$ cat src/rtl/dm_sync_be.sv
`default_nettype none
// ============================================================================
// Module      : dm_sync_be
// Description : Synchronous data memory with per-byte write enables, a
//               registered read with valid strobe, an out-of-range error
//               strobe and a sequential clear engine (after reset or on clr).
// Revision    : 1.0 - initial release
// ============================================================================
module dm_sync_be #(
    parameter int DATA_WIDTH       = 16,
    parameter int DM_ADDRESS_WIDTH = 6,
    parameter int DEPTH            = 64
) (
    input  logic                        clk,
    input  logic                        rst,
    input  logic                        req,
    input  logic                        we,
    input  logic [DATA_WIDTH/8-1:0]     be,
    input  logic [DM_ADDRESS_WIDTH-1:0] addr,
    input  logic [DATA_WIDTH-1:0]       D,
    input  logic                        clr,
    output logic                        ready,
    output logic [DATA_WIDTH-1:0]       Q,
    output logic                        rvalid,
    output logic                        busy,
    output logic                        err
);

    localparam int c_NB    = DATA_WIDTH / 8;
    localparam int c_CNT_W = (DEPTH > 1) ? $clog2(DEPTH) : 1;
    localparam logic [c_CNT_W-1:0]        c_LAST    = c_CNT_W'(DEPTH - 1);
    // Depth widened by one bit so DEPTH == 2**DM_ADDRESS_WIDTH is representable
    localparam logic [DM_ADDRESS_WIDTH:0] c_DEPTH_X = (DM_ADDRESS_WIDTH + 1)'(DEPTH);

    typedef enum logic [0:0] {
        S_CLEAR = 1'b0,
        S_IDLE  = 1'b1
    } state_t;

    state_t                 r_state;
    state_t                 w_state_nxt;
    logic [c_CNT_W-1:0]     r_cnt;
    logic [c_CNT_W-1:0]     w_cnt_nxt;
    logic [DATA_WIDTH-1:0]  r_mem [0:DEPTH-1];
    logic [DATA_WIDTH-1:0]  r_q;
    logic                   r_rvalid;
    logic                   r_err;

    logic                   w_acc;
    logic                   w_inrange;
    logic [c_CNT_W-1:0]     w_idx;

    // Request qualification; clr and rst both block acceptance
    assign w_acc     = req & (r_state == S_IDLE) & ~clr & ~rst;
    assign w_inrange = ({1'b0, addr} < c_DEPTH_X);
    assign w_idx     = addr[c_CNT_W-1:0];

    // State and clear-counter registers
    always_ff @(posedge clk) begin
        if (rst) begin
            r_state <= S_CLEAR;
            r_cnt   <= '0;
        end else begin
            r_state <= w_state_nxt;
            r_cnt   <= w_cnt_nxt;
        end
    end

    // Next-state logic: walk the counter through the array, then idle until clr
    always_comb begin
        w_state_nxt = r_state;
        w_cnt_nxt   = r_cnt;
        case (r_state)
            S_CLEAR: begin
                if (r_cnt == c_LAST) begin
                    w_state_nxt = S_IDLE;
                    w_cnt_nxt   = '0;
                end else begin
                    w_cnt_nxt   = r_cnt + 1'b1;
                end
            end
            S_IDLE: begin
                if (clr) begin
                    w_state_nxt = S_CLEAR;
                    w_cnt_nxt   = '0;
                end
            end
            default: begin
                w_state_nxt = S_CLEAR;
                w_cnt_nxt   = '0;
            end
        endcase
    end

    // Storage: clear engine zeroes one word per cycle, otherwise byte-masked writes
    always_ff @(posedge clk) begin
        if (r_state == S_CLEAR) begin
            r_mem[r_cnt] <= '0;
        end else if (w_acc && we && w_inrange) begin
            for (int i = 0; i < c_NB; i++) begin
                if (be[i]) begin
                    r_mem[w_idx][8*i +: 8] <= D[8*i +: 8];
                end
            end
        end
    end

    // Registered read path with valid and out-of-range strobes
    always_ff @(posedge clk) begin
        if (rst) begin
            r_q      <= '0;
            r_rvalid <= 1'b0;
            r_err    <= 1'b0;
        end else begin
            r_rvalid <= w_acc & ~we;
            r_err    <= w_acc & ~w_inrange;
            if (w_acc && !we) begin
                r_q <= w_inrange ? r_mem[w_idx] : '0;
            end
        end
    end

    assign ready  = (r_state == S_IDLE);
    assign busy   = (r_state == S_CLEAR);
    assign Q      = r_q;
    assign rvalid = r_rvalid;
    assign err    = r_err;

endmodule
`default_nettype wire
$ cat config.mk
export PLATFORM = sky130hd
export DESIGN_NAME = dm_sync_be
export DESIGN_NICKNAME = d
export VERILOG_FILES = /design/src/rtl/dm_sync_be.sv
export SDC_FILE = /design/constraint.sdc
export NUM_CORES = 1
export LEC_CHECK = 0
export CAP_MARGIN = 20
export CORE_UTILIZATION = 57
export CTS_CLUSTER_SIZE = 16
export DETAILED_ROUTE_END_ITERATION = 16
export PLACE_DENSITY = 0.78
export RECOVER_POWER = 50
export SETUP_SLACK_MARGIN = 0.5
export SLEW_MARGIN = 10
export SYNTH_ARGS = -nofsm -noshare
export SYNTH_HDL_FRONTEND = slang
export SYNTH_SLANG_ARGS = --single-unit
$ cat constraint.sdc
create_clock -name clk -period 4.2 [get_ports clk]
set_input_delay 0.84 -clock clk [delete_from_list [all_inputs] [get_ports clk]]
set_output_delay 0.84 -clock clk [all_outputs]
set_load 0.01 [all_outputs]
==> results.yml <==
sta:
  post-route-min-period_ns: 3.76
  fin_worst_skew_ns: 0.0347
  tightest_slew_ns: 1.95
  fin_crit_sh: 0.896
  fmax_mhz: 266
  hold_violations: 0
  rsz0062_at_grt: "false"
  setup_violations: 0
  fin_setup_tns_ns: 0
  slew_headroom: -0.306
  slew_violations: 17
worst_setup_path:
  rrSetupSlack_ns: 0.48
  end_kind: "flip-flop"
  cp_data_arrival_time_ns: 4.07
  slowest_stage: "or2_0"
  crit_start: "clr"
  critical-path-top-delay-family: "simple AND/OR/NAND/NOR gates"
  start_kind: "input pin"
  crit_chain: "clkdlybuf4s50_1, and4bb_1, clkbuf_1, o211ai_2, mux2i_1, or2_0, nor2_1"
  cp_num_buf_inv: 2
  crit_type: "in2reg"
  max_stage_delay_ns: 0.97
  required_ns: 4.51
  regToRegStartpoint: "ready"
  path_max_fanout: 10
clock_network:
  root_buffer: "clkbuf_16"
  ctsHtreeMaxLevel: 3
  cts.sinks: 1048
  postCtsHoldBufs: 0
  clk_latency_ns: 0.67
  cts_max_path_buffers: 3
  cts_setup_buffers: 0
  clkTransAtPathRegs_ns: 0.07
  cts_tree: "yes"
  cts_buffers: 96
  post_cts_resized: 0
placed_design:
  hpwl_um: 59600
  io_buffers: 47
  dpl.cell_count: 2936
  gp_congestion: 0.866
yosys:
  yosysWarnings: 0
  yosysTopAreaCellShare: 0.758
  ys.flop_type: "edfxtp_1"
  synth_fp_nets: 1921
  yosysTopAreaCell: "edfxtp_1"
  ys_types: 43
  syn_inst: 1891
  synth.mux.area_fraction: 0.162
  synth-simple-area-share: 0.0296
  synth_top_family_by_area: "multiplexers"
  synthAdderAreaFrac: 0.000308
  yosys-top-cells-area: "edfxtp_1 76%, mux4_2 15%, nor2_1 1.4%"
  synth_area_sq_um: 40600
  synth_seq_cells: 1048
  synth_xor_area_frac: 0
  synth_edf_count: 1024
  synth_compound_area_frac: 0.0248
  syn_area_per_cell_sq_um: 21.5
  ys_seq_area_frac: 0.769
  async_flop_share: 0
routing:
  via_per_inst: 6.75
  drtAntennaViolNets: 0
  vias: 21100
  drc: 0
  drt_iter0_markers: 2855
  wl_per_cell_um: 31.6
  first_pass_iters: 7
  wl_um: 98500
global_route:
  grt_pass1_vias: 21000
  grt_max_degree: 82
  grt_antenna_before_repair: 2
  grt_overflow: 0
  grt_pass1_wl_um: 143000
  grtUsageTotal: 0.281
cells_and_area:
  layoutNonFillerInstCount: 3117
  diodes: 0
  layout-drive-gt1-share: 0.283
  syn2layout_area_growth_pct: 14.4
  fin_nets: 2124
outcome:
  violations: "capacitance limit, slew limit"
  status: "finished, violations left"
floorplan:
  row_count: 97
  die_area_sq_um: 72300
  fp.dieW_um: 269
  core-area_sq_um: 70300
  start_util: 0.578
  io_pins: 49
  dieHeight_um: 269
power_and_ir_drop:
  power_density_nw_per_um2: 454
  vdd_drop_max_v: 0.000412
  leakage_nw: 17.1
hold_path:
  min-delay-path-class: "reg2reg"
  worstHoldStart: "Q[4]"
run:
  maxCapViolations: 1
worst reg2reg max path, stage by stage, from the launching register on:
cell and delay, ns:
dfxtp_1 0.63, and4bb_1 0.33, clkbuf_1 0.37, o211ai_2 0.35, mux2i_1 0.26, or2_0 0.97, nor2_1 0.46
state kept, by name, indices dropped and copies added, names as in the netlist:
signal  flops
r_cnt       6
ready       1
rvalid      1
Q          16
r_mem    1024
per-stage QoR:
step	power, mW	hold WS (ns)	utilization	setup slack [ns]	instance area (sq um)
after floorplan	12.0	0.509	-	0.938	40600
after global placement	12.2	0.546	0.615	0.320	43200
after detailed placement	12.2	0.546	0.615	0.173	43200
after CTS	21.1	0.568	0.662	0.838	46500
after global routing	21.5	0.566	0.661	0.345	46400
final	21.1	0.554	0.661	0.438	46400
Yosys cell counts (7+ instances only):
cell and instances:
a211oi_1 13, a21oi_1 31, a22oi_1 67, and2_1 20
buf_1 15, buf_2 39, buf_4 9, clkbuf_1 51
dfxtp_1 24, edfxtp_1 1024, mux2i_1 25, mux4_2 279
nand2_1 33, nand3_1 19, nor2_1 150, nor2b_1 7
o21ai_0 12, o22ai_1 10
where the power goes:
group          switching [mW]  internal [mW]  leakage [nW]  total, mW
logic                   0.379          0.261          3.76      0.639
clock network            3.82           5.24          1.57       9.05
registers              0.0226           11.4          11.7       11.4
area by class of cell:
class                   instances  area, sq um
clock buffers                 122         2620
clock inverters                59          661
fillers                      4279        23800
inverters                       3         11.3
multi-input cells             724         8830
flip-flops and latches       1048        31200
well taps                     940         1180
repair buffers                221         1910
cell usage in the layout (no fill, tap or decap), drive strengths merged, types with 5 or more instances in the layout:
cell           instances
or3                    5
inv                    7
nand3                 19
nor3                   5
or2                    6
buf                  161
mux2                   5
a211oi                13
mux2i                 25
edfxtp              1024
bufinv                13
a21oi                 31
dlygate4sd3           18
nor2b                  7
o22ai                 10
clkdlybuf4s50         24
clkinv                32
clkbuf               140
and2                  20
nand2                 33
a22oi                 67
clkinvlp              10
o21ai                 12
mux4                 279
nor2                 150
dfxtp                 24
per-layer routing:
layer | wire length [um] | track usage | share of wire | up-vias
li1 | - | - | - | 8304
met1 | 35800 | 0.394 | 0.36 | 10900
met2 | 47500 | 0.442 | 0.48 | 1667
met3 | 11400 | 0.0527 | 0.12 | 230
met4 | 3730 | 0.112 | 0.038 | 2
met5 | 17 | 0 | 0.00017 | -
final timing paths:
| check | end | depth (start not counted) |
|---|---|---|
| worst max register to register | r_mem[22][12] | 6 |
| worst min register to register | Q[4] | 2 |
| worst max-delay path | r_mem[22][12] | 7 |
| worst min-delay path | Q[4] | 2 |
kinds of logic (layout without fill, tap and decap cells):
logic type,Yosys count,count (layout)
fa+ha+maj,1,1
buf+inv,119,405
other cells,1,1
simple gates,265,265
compound gates,148,148
flops,1048,1048
mux,309,309
(Power assumes the default switching activity.)
